**src/rtl/mc_pkg.sv**
```systemverilog
// Shared constants and types for the multicycle MIPS controller: opcodes, functs,
// ALU control codes, FSM states and the ALU operation selector.
package mc_pkg;

  localparam logic [5:0] OpRtype = 6'b000000;
  localparam logic [5:0] OpLw    = 6'b100011;
  localparam logic [5:0] OpSw    = 6'b101011;
  localparam logic [5:0] OpBeq   = 6'b000100;
  localparam logic [5:0] OpAddi  = 6'b001000;
  localparam logic [5:0] OpJ     = 6'b000010;
  localparam logic [5:0] OpBne   = 6'b000101;

  localparam logic [5:0] FnAdd = 6'b100000;
  localparam logic [5:0] FnSub = 6'b100010;
  localparam logic [5:0] FnAnd = 6'b100100;
  localparam logic [5:0] FnOr  = 6'b100101;
  localparam logic [5:0] FnSlt = 6'b101010;
  localparam logic [5:0] FnNor = 6'b100111;
  localparam logic [5:0] FnSll = 6'b000000;
  localparam logic [5:0] FnSrl = 6'b000010;

  localparam logic [3:0] CtlAnd = 4'b0000;
  localparam logic [3:0] CtlOr  = 4'b0001;
  localparam logic [3:0] CtlAdd = 4'b0010;
  localparam logic [3:0] CtlSub = 4'b0110;
  localparam logic [3:0] CtlSlt = 4'b0111;
  localparam logic [3:0] CtlSll = 4'b1000;
  localparam logic [3:0] CtlSrl = 4'b1001;
  localparam logic [3:0] CtlNor = 4'b1100;

  typedef enum logic [3:0] {
    StFetch  = 4'd0,
    StDecode = 4'd1,
    StMemAdr = 4'd2,
    StMemRd  = 4'd3,
    StMemWb  = 4'd4,
    StMemWr  = 4'd5,
    StExec   = 4'd6,
    StAluWb  = 4'd7,
    StBranch = 4'd8,
    StAddiEx = 4'd9,
    StAddiWb = 4'd10,
    StJump   = 4'd11
  } state_e;

  // AluOpNone drives ALUControl to 0 in states that do not use the ALU.
  typedef enum logic [1:0] {
    AluOpAdd   = 2'b00,
    AluOpSub   = 2'b01,
    AluOpFunct = 2'b10,
    AluOpNone  = 2'b11
  } alu_op_e;

endpackage

```
**src/rtl/alu_decoder.sv**
```systemverilog
// Combinational ALU control decoder: fixed add/sub or funct-field decode, with a
// flag that marks whether the funct is one the datapath supports.
module alu_decoder
  import mc_pkg::*;
(
  input  alu_op_e    ALUOp,
  input  logic [5:0] Funct,
  output logic [3:0] ALUControl,
  output logic       funct_valid
);

  always_comb begin
    ALUControl  = CtlAnd;
    funct_valid = 1'b0;
    unique case (ALUOp)
      AluOpAdd:  ALUControl = CtlAdd;
      AluOpSub:  ALUControl = CtlSub;
      AluOpFunct: begin
        funct_valid = 1'b1;
        case (Funct)
          FnAdd:   ALUControl = CtlAdd;
          FnSub:   ALUControl = CtlSub;
          FnAnd:   ALUControl = CtlAnd;
          FnOr:    ALUControl = CtlOr;
          FnSlt:   ALUControl = CtlSlt;
          FnNor:   ALUControl = CtlNor;
          FnSll:   ALUControl = CtlSll;
          FnSrl:   ALUControl = CtlSrl;
          default: funct_valid = 1'b0;
        endcase
      end
      AluOpNone: ALUControl = CtlAnd;
    endcase
  end

endmodule

```
**src/rtl/multicycle_controller.sv**
```systemverilog
// Main control FSM for the multicycle MIPS datapath with a shared, wait-capable memory port.
// Define MULTICYCLE_BNE_EN to decode bne as a branch on ZeroFlag == 0.
module multicycle_controller
  import mc_pkg::*;
#(
  parameter int unsigned WAIT_MAX = 15
) (
  input  logic       clk,
  input  logic       reset,
  input  logic [5:0] Op,
  input  logic [5:0] Funct,
  input  logic       ZeroFlag,
  input  logic       MemReady,
  output logic       MemRead,
  output logic       MemWrite,
  output logic       IorD,
  output logic       IRWrite,
  output logic       PCEn,
  output logic [1:0] PCSrc,
  output logic       ALUSrcA,
  output logic [1:0] ALUSrcB,
  output logic       RegDst,
  output logic       MemtoReg,
  output logic       RegWrite,
  output logic [3:0] ALUControl,
  output logic       Illegal,
  output logic       MemTimeout
);

  localparam int unsigned CntW = $clog2(WAIT_MAX + 1);
  localparam logic [CntW-1:0] WaitLast = CntW'(WAIT_MAX - 1);

  state_e          state_q, state_d;
  logic [CntW-1:0] wait_q, wait_d;
  logic            timeout_q, timeout_d;
  alu_op_e         alu_op;
  logic            funct_valid;
  logic            mem_state, mem_expire, branch_take;

  alu_decoder u_alu_decoder (
    .ALUOp      (alu_op),
    .Funct      (Funct),
    .ALUControl (ALUControl),
    .funct_valid(funct_valid)
  );

  assign mem_state  = state_q inside {StFetch, StMemRd, StMemWr};
  // The WAIT_MAX-th consecutive not-ready cycle abandons the access.
  assign mem_expire = mem_state && !MemReady && (wait_q == WaitLast);
  assign MemTimeout = timeout_q;

`ifdef MULTICYCLE_BNE_EN
  assign branch_take = (Op == OpBne) ? !ZeroFlag : ZeroFlag;
`else
  assign branch_take = ZeroFlag;
`endif

  always_ff @(posedge clk) begin
    if (reset) begin
      state_q   <= StFetch;
      wait_q    <= '0;
      timeout_q <= 1'b0;
    end else begin
      state_q   <= state_d;
      wait_q    <= wait_d;
      timeout_q <= timeout_d;
    end
  end

  always_comb begin
    state_d   = state_q;
    wait_d    = '0;
    timeout_d = timeout_q;
    unique case (state_q)
      StFetch:  if (MemReady) state_d = StDecode;
      StDecode: begin
        case (Op)
          OpLw, OpSw: state_d = StMemAdr;
          OpRtype:    state_d = StExec;
          OpBeq:      state_d = StBranch;
`ifdef MULTICYCLE_BNE_EN
          OpBne:      state_d = StBranch;
`endif
          OpAddi:     state_d = StAddiEx;
          OpJ:        state_d = StJump;
          default:    state_d = StFetch;
        endcase
      end
      StMemAdr: state_d = (Op == OpLw) ? StMemRd : StMemWr;
      StMemRd:  if (MemReady) state_d = StMemWb;
      StMemWr:  if (MemReady) state_d = StFetch;
      StExec:   state_d = funct_valid ? StAluWb : StFetch;
      StAddiEx: state_d = StAddiWb;
      default:  state_d = StFetch;
    endcase
    if (mem_state && !MemReady) begin
      if (mem_expire) begin
        state_d   = StFetch;
        timeout_d = 1'b1;
      end else begin
        wait_d = wait_q + 1'b1;
      end
    end
  end

  always_comb begin
    alu_op = AluOpNone;
    if (!reset) begin
      unique case (state_q)
        StFetch, StDecode, StMemAdr, StAddiEx: alu_op = AluOpAdd;
        StExec:                                alu_op = AluOpFunct;
        StBranch:                              alu_op = AluOpSub;
        default:                               alu_op = AluOpNone;
      endcase
    end
  end

  always_comb begin
    MemRead  = 1'b0;
    MemWrite = 1'b0;
    IorD     = 1'b0;
    IRWrite  = 1'b0;
    PCEn     = 1'b0;
    PCSrc    = 2'b00;
    ALUSrcA  = 1'b0;
    ALUSrcB  = 2'b00;
    RegDst   = 1'b0;
    MemtoReg = 1'b0;
    RegWrite = 1'b0;
    Illegal  = 1'b0;
    if (!reset) begin
      unique case (state_q)
        StFetch: begin
          MemRead = 1'b1;
          ALUSrcB = 2'b01;
          IRWrite = MemReady;
          PCEn    = MemReady;
        end
        StDecode: begin
          ALUSrcB = 2'b11;
          Illegal = (state_d == StFetch);
        end
        StMemAdr, StAddiEx: begin
          ALUSrcA = 1'b1;
          ALUSrcB = 2'b10;
        end
        StMemRd: begin
          MemRead = 1'b1;
          IorD    = 1'b1;
        end
        StMemWb: begin
          RegWrite = 1'b1;
          MemtoReg = 1'b1;
        end
        StMemWr: begin
          MemWrite = 1'b1;
          IorD     = 1'b1;
        end
        StExec: begin
          ALUSrcA = 1'b1;
          Illegal = !funct_valid;
        end
        StAluWb: begin
          RegWrite = 1'b1;
          RegDst   = 1'b1;
        end
        StBranch: begin
          ALUSrcA = 1'b1;
          PCSrc   = 2'b01;
          PCEn    = branch_take;
        end
        StAddiWb: RegWrite = 1'b1;
        StJump: begin
          PCSrc = 2'b10;
          PCEn  = 1'b1;
        end
        default: ;
      endcase
    end
  end

endmodule
```
**config.mk**
```make
export PLATFORM = sky130hd
export DESIGN_NAME = multicycle_controller
export DESIGN_NICKNAME = d
export VERILOG_FILES = /design/src/rtl/mc_pkg.sv /design/src/rtl/alu_decoder.sv /design/src/rtl/multicycle_controller.sv
export SDC_FILE = /design/constraint.sdc
export NUM_CORES = 1
export LEC_CHECK = 0
export CORE_MARGIN = 2
export CORE_UTILIZATION = 47
export CTS_CLUSTER_SIZE = 10
export DETAILED_ROUTE_END_ITERATION = 16
export GPL_ROUTABILITY_DRIVEN = 0
export PLACE_DENSITY = 0.83
export RECOVER_POWER = 100
export SLEW_MARGIN = 40
export SYNTH_ARGS = -nofsm -noshare
export SYNTH_HDL_FRONTEND = slang
export SYNTH_SLANG_ARGS = --single-unit
```
**constraint.sdc**
```tcl
create_clock -name clk -period 3.4 [get_ports clk]
set_clock_uncertainty 0.1 [all_clocks]
set_input_delay 0.68 -clock clk [delete_from_list [all_inputs] [get_ports clk]]
set_output_delay 0.68 -clock clk [all_outputs]
set_load 0.05 [all_outputs]
```
Word level (Yosys, flattened, before mapping). Cells that the tools add are included.

$add $sub $neg: 1. Multiply operators: 0. Div/mod/pow operators: 0. $lt $le $gt $ge: 0. Equality and inequality tests: 27. Shifts and indexed selects: 0. Multiplexer cells: 39. Bitwise operators: 1. Reductions and logical operators: 20.

Operators by type and width (count): $pmux W4 S7 (2); $eq A6 B6 Y1 const B (8); $eq A4 B4 Y1 const B (5); $mux W1 (20); $mux W4 (5); $pmux W4 S5 (1); $eq A4 B3 Y1 const B (4); $pmux W4 S4 (1); $eq A6 B2 Y1 const B (2); $logic_not A6 Y1 (2); $pmux W2 S3 (2); $eq A4 B2 Y1 const B (2); $logic_not A4 Y1 (2); $reduce_or A2 Y1 (4); $reduce_or A4 Y1 (2); $reduce_or A8 Y1 (1); $eq A6 B3 Y1 const B (1); $eq A6 B4 Y1 const B (1); $mux W2 (3); $mux W3 (2); $reduce_or A3 Y1 (2); $add A4 B1 Y4 const B (1); $eq A2 B2 Y1 const B (2); $eq A4 B1 Y1 const B (1); 10 further kinds (12).

Bits in registers: 9. Latch bits: 0. Memory bits (writable): 0. Memory bits (read-only): 0. Input bits: 16. Output and inout bits: 19. Word-level logic and storage cells: 91. Memories: 0.

Depth between registers and ports, before layout.
Depth after elaboration: 13. Depth in mapped cells: 6. Gate-level depth less buffers: 6.

Cells and area by module. From an unflattened synthesis, not the netlist that was laid out.

Cell total of the unflattened synthesis: 136. Area, all modules: 939.7 µm².

Modules (own cells, without submodules): multicycle_controller (times used 1, cells each 112, area each 798.3 µm², sequential area each 180.2 µm²); alu_decoder (times used 1, cells each 24, area each 141.4 µm², sequential area each 0.0 µm²).

Worst setup path before layout. No wires, ideal clock.

Path kind: input-to-output. Start: input reset. End: output PCEn. Arrival time: 2974 ps. Required time: 2620 ps. Slack: -354 ps. Stages: 2. Path buffers: 0. Cells stage by stage: nor4_1 a22o_1.

Longest elaborated chain between the ends: 1.

Ends and longest elaborated chain: start, declared (RTL line multicycle_controller.sv:9) `input logic reset,`; $mux W1 (RTL line multicycle_controller.sv:131) `if (!reset) begin`; end, declared (RTL line multicycle_controller.sv:18) `output logic PCEn,`.

Every way passes these cells.

Final worst setup path.
Start: input Funct[1]. End: output Illegal.

Longest elaborated chain between the ends: 11. Elaborated cells between the ends (all ways): 19. Classes of those cells: eq/ne: 7; mux: 8; reduce/logical: 4.

Ends and longest elaborated chain: start, declared (RTL line multicycle_controller.sv:11) `input logic [5:0] Funct,`; $eq A6 B6 Y1, or another cell as far along (RTL line alu_decoder.sv:20) `case (Funct)`; $reduce_or A8 Y1 (no source line) (*); $mux W1 (*) (RTL line alu_decoder.sv:20); $mux W1 (*) (RTL line alu_decoder.sv:15) `unique case (ALUOp)`; $mux W3 (RTL line multicycle_controller.sv:92) `StExec: state_d = funct_valid ? StAluWb : StFetch;`; $pmux W4 S7 (RTL line multicycle_controller.sv:74) `unique case (state_q)`; $mux W4 (RTL line multicycle_controller.sv:97) `if (mem_expire) begin`; $mux W4 (RTL line multicycle_controller.sv:96) `if (mem_state && !MemReady) begin`; $logic_not A4 Y1 (RTL line multicycle_controller.sv:141) `Illegal = (state_d == StFetch);`; $pmux W1 S2 (*) (RTL line multicycle_controller.sv:132) `unique case (state_q)`; $mux W1 (*) (RTL line multicycle_controller.sv:131); end, declared (RTL line multicycle_controller.sv:26) `output logic Illegal,`.

Mark *: on every way between the ends. The rest lies on a longest branch, timed or not.

==> metrics <==
run status completed; DRC viols 0; via/cell ratio 5.93; synth warn 0; Num CTS Buffers 3; Syn Area/Cell 7.19 µm²; number of DRC markers in iteration 0 44; Initial Util 48.7%; Tightest Pin Transition 0.695 ns; IO Count 35; switching part of the total 32.7%; Post-Syn Nets 147; Worst-path clk slew 0.06 ns; vias 1132; die width 48.4 µm; Critical-path top delay cell clkdlybuf4s50_1; hold path startpoint wait_q[0]$_SDFF_PP0_; PwrDens 225 mW/mm²; initial antenna violation count 0; CTS tree done; sequential share of power 40.5%; met1 Resource Use GR 28.6%; endpoints failing setup 0; # rows 16; clock sink count 9; CP delay by family, top buffers and inverters; WP buf/inv 2; GRT Max-Usage Layer met2; number of synthesized register bits 9; share of cells above drive strength 1 9.76%; Syn-to-layout area delta 34.1%; WHS Path Cells 1; detailed-route wire length 2750 µm; Pre-antenna DRT Iters 5; sequential fraction of the synthesis area 19.4%; Fin. Hold Viols 0; Max Clock Freq 305 MHz; met3 Usage GRT 3.70%; Worst Path Arrival 2.50 ns; flop-to-flop setup slack 1.23 ns; CP Class input pin to primary output; Max Cap Viol 0; Synth Flop Type dfxtp_1; Gate Count Post-Synth 129; DIE HEIGHT 48.4 µm; Internal Power 0.189 mW; post-DP HPWL 2100 µm; RSZ-0062 raised after global routing false; CP Max Fanout 7; Antenna diodes 0; I/O Buffers 34; Global Route Usage Sum 23.8%; mapped cell area 927 µm²; R2R depth 3; Core Region 0.00190 mm²; Cell Count, Final, Fillers Out 191; worst hold path class register to register; P_sw 0.0915 mW; crit path from Funct[1]; DIE AREA 0.00234 mm²; post-CTS setup buffers 0; post-DR wirelength/cell 14.4 µm; Worst slew margin 53.6%; Reg-to-Reg End state_q[2]$_SDFF_PP0_; Total Nets Final 183; vias in the first global route 1082; Clock Latency Late Sink 0.25 ns; part of the cycle the worst path needs 96.5%; CP Data Required Time 2.62 ns; RR Startpoint state_q[0]$_SDFF_PP0_; leak pwr 0.476 nW; cells along the critical path clkdlybuf4s50_1 > or4bb_1 > nand2_1 > o21ai_0 > a32o_1 > clkbuf_4; setup tns final 0 ns; startpoint types input pin; crit-path max cell delay 0.60 ns; largest net degree at the start of global routing 22; placed cell count 187; crit end category primary output; H-tree Lvls 1; fin crit period 3.28 ns; hold_buf cts 0; CTS root buf clkbuf_4; clock tree buffer depth 2; Clk pwr share 28.5%; final core occ 65.4%; WHS 0.377 ns; number of nets with antenna violations after routing 0; met2 Usage GRT 42.6%; max-slew violations 0; Async S/R FF share, synth 0%; synth unique cells 47; worst ir drop on vdd 0.176 mV; Hold Path End wait_q[0]$_SDFF_PP0_; first-pass GRT wire length 4620 µm; global route overflow 0; number of synthesized flops with an enable pin 0; Comb power frac 31.0%
## synthesized netlist by cell type, types with 2 or more instances
cell	instances	area share, %
a211oi_1	4	3.2
a21oi_1	4	2.2
a311oi_1	2	1.9
and3_1	3	2.0
buf_1	2	0.81
clkbuf_1	5	2.0
dfxtp_1	9	19
ha_1	2	2.7
inv_1	3	1.2
nand2_1	3	1.2
nand2b_1	4	2.7
nand3_1	5	2.7
nand3b_1	4	3.2
nand4b_1	3	2.8
nor2_1	23	9.3
nor2b_1	3	2.0
nor3_1	5	2.7
nor3b_1	2	1.6
o21ai_0	9	4.9
or3_1	2	1.3
or4b_1	2	2.2
xnor2_1	2	1.9
xor2_1	4	3.8
## stage by stage
step / setup WS, ns / cell area, µm² / power, mW
2_1_floorplan: 0.344 / 933 / 0.165
3_3_place_gp: 0.187 / 1410 / 0.215
3_5_place_dp: 0.0701 / 1410 / 0.218
4_1_cts: 0.0613 / 1440 / 0.297
5_1_grt: 0.0519 / 1240 / 0.297
6_report: 0.119 / 1240 / 0.280
## kinds of logic after synthesis
kind of cell | Yosys count | share of synthesized area (%)
AO/OA/AOI/OAI | 33 | 25.1
XOR/XNOR | 6 | 5.67
adder cells (fa/ha/maj) | 2 | 2.70
buffers and inverters | 11 | 5.26
flip-flops | 9 | 19.4
multiplexers | 1 | 1.21
AND/OR/NAND/NOR | 67 | 40.6
## layer usage
layer / share of wire, % / up-vias
met5: 0 / -
met3: 5.0 / 0
met4: 0 / 0
met2: 52 / 44
met1: 43 / 532
li1: - / 556
## layout by cell type, fill, tap and decap left out, types with 3 or more instances in the layout
cell,n
nand3_1,5
nor2_1,23
nor2b_1,3
inv_1,3
nand3b_1,4
dfxtp_1,9
o21ai_0,9
xor2_1,4
clkbuf_4,4
a21oi_1,4
nand2_1,3
nand2b_1,4
clkbuf_1,14
dlygate4sd3_1,3
nor3_1,5
clkdlybuf4s50_1,12
a211oi_1,4
and3_1,3
buf_4,6
nand4b_1,3
## sequential cells by signal, summed over array words and instances, names as in the netlist
signal / count
wait_q: 4
state_q: 4
MemTimeout: 1
## how the worst max path moves through the flow
stage / endpoint / slack [ns] / depth (start not counted)
after floorplan: PCEn / 0.34 / 2
after global placement: Illegal / 0.19 / 6
after detailed placement: Illegal / 0.07 / 6
after CTS: Illegal / 0.06 / 6
after global routing: Illegal / 0.05 / 6
final: Illegal / 0.12 / 6
## power groups by stage
stage	Combinational, mW	Sequential [mW]	Clock [mW]
2_1_floorplan	0.0536	0.111	0
3_3_place_gp	0.0991	0.115	0
3_5_place_dp	0.102	0.116	0
4_1_cts	0.102	0.113	0.0809
5_1_grt	0.0935	0.114	0.0899
6_report	0.0869	0.113	0.0798
## area by class of cell
cell class | instances | area, µm²
clock buffer | 4 | 26.3
timing repair buffer | 39 | 294
inverter | 3 | 11.3
sequential | 9 | 180
fill | 176 | 658
multi-input combinational | 109 | 698
tap | 27 | 33.8
## repair_timing
item | 4_1_cts | 5_1_grt
endpoints found under the setup margin | 0 | 1
gates resized for setup | 0 | 1
hold endpoints to repair | 0 | 0
Power figures use the tool's default switching activity.
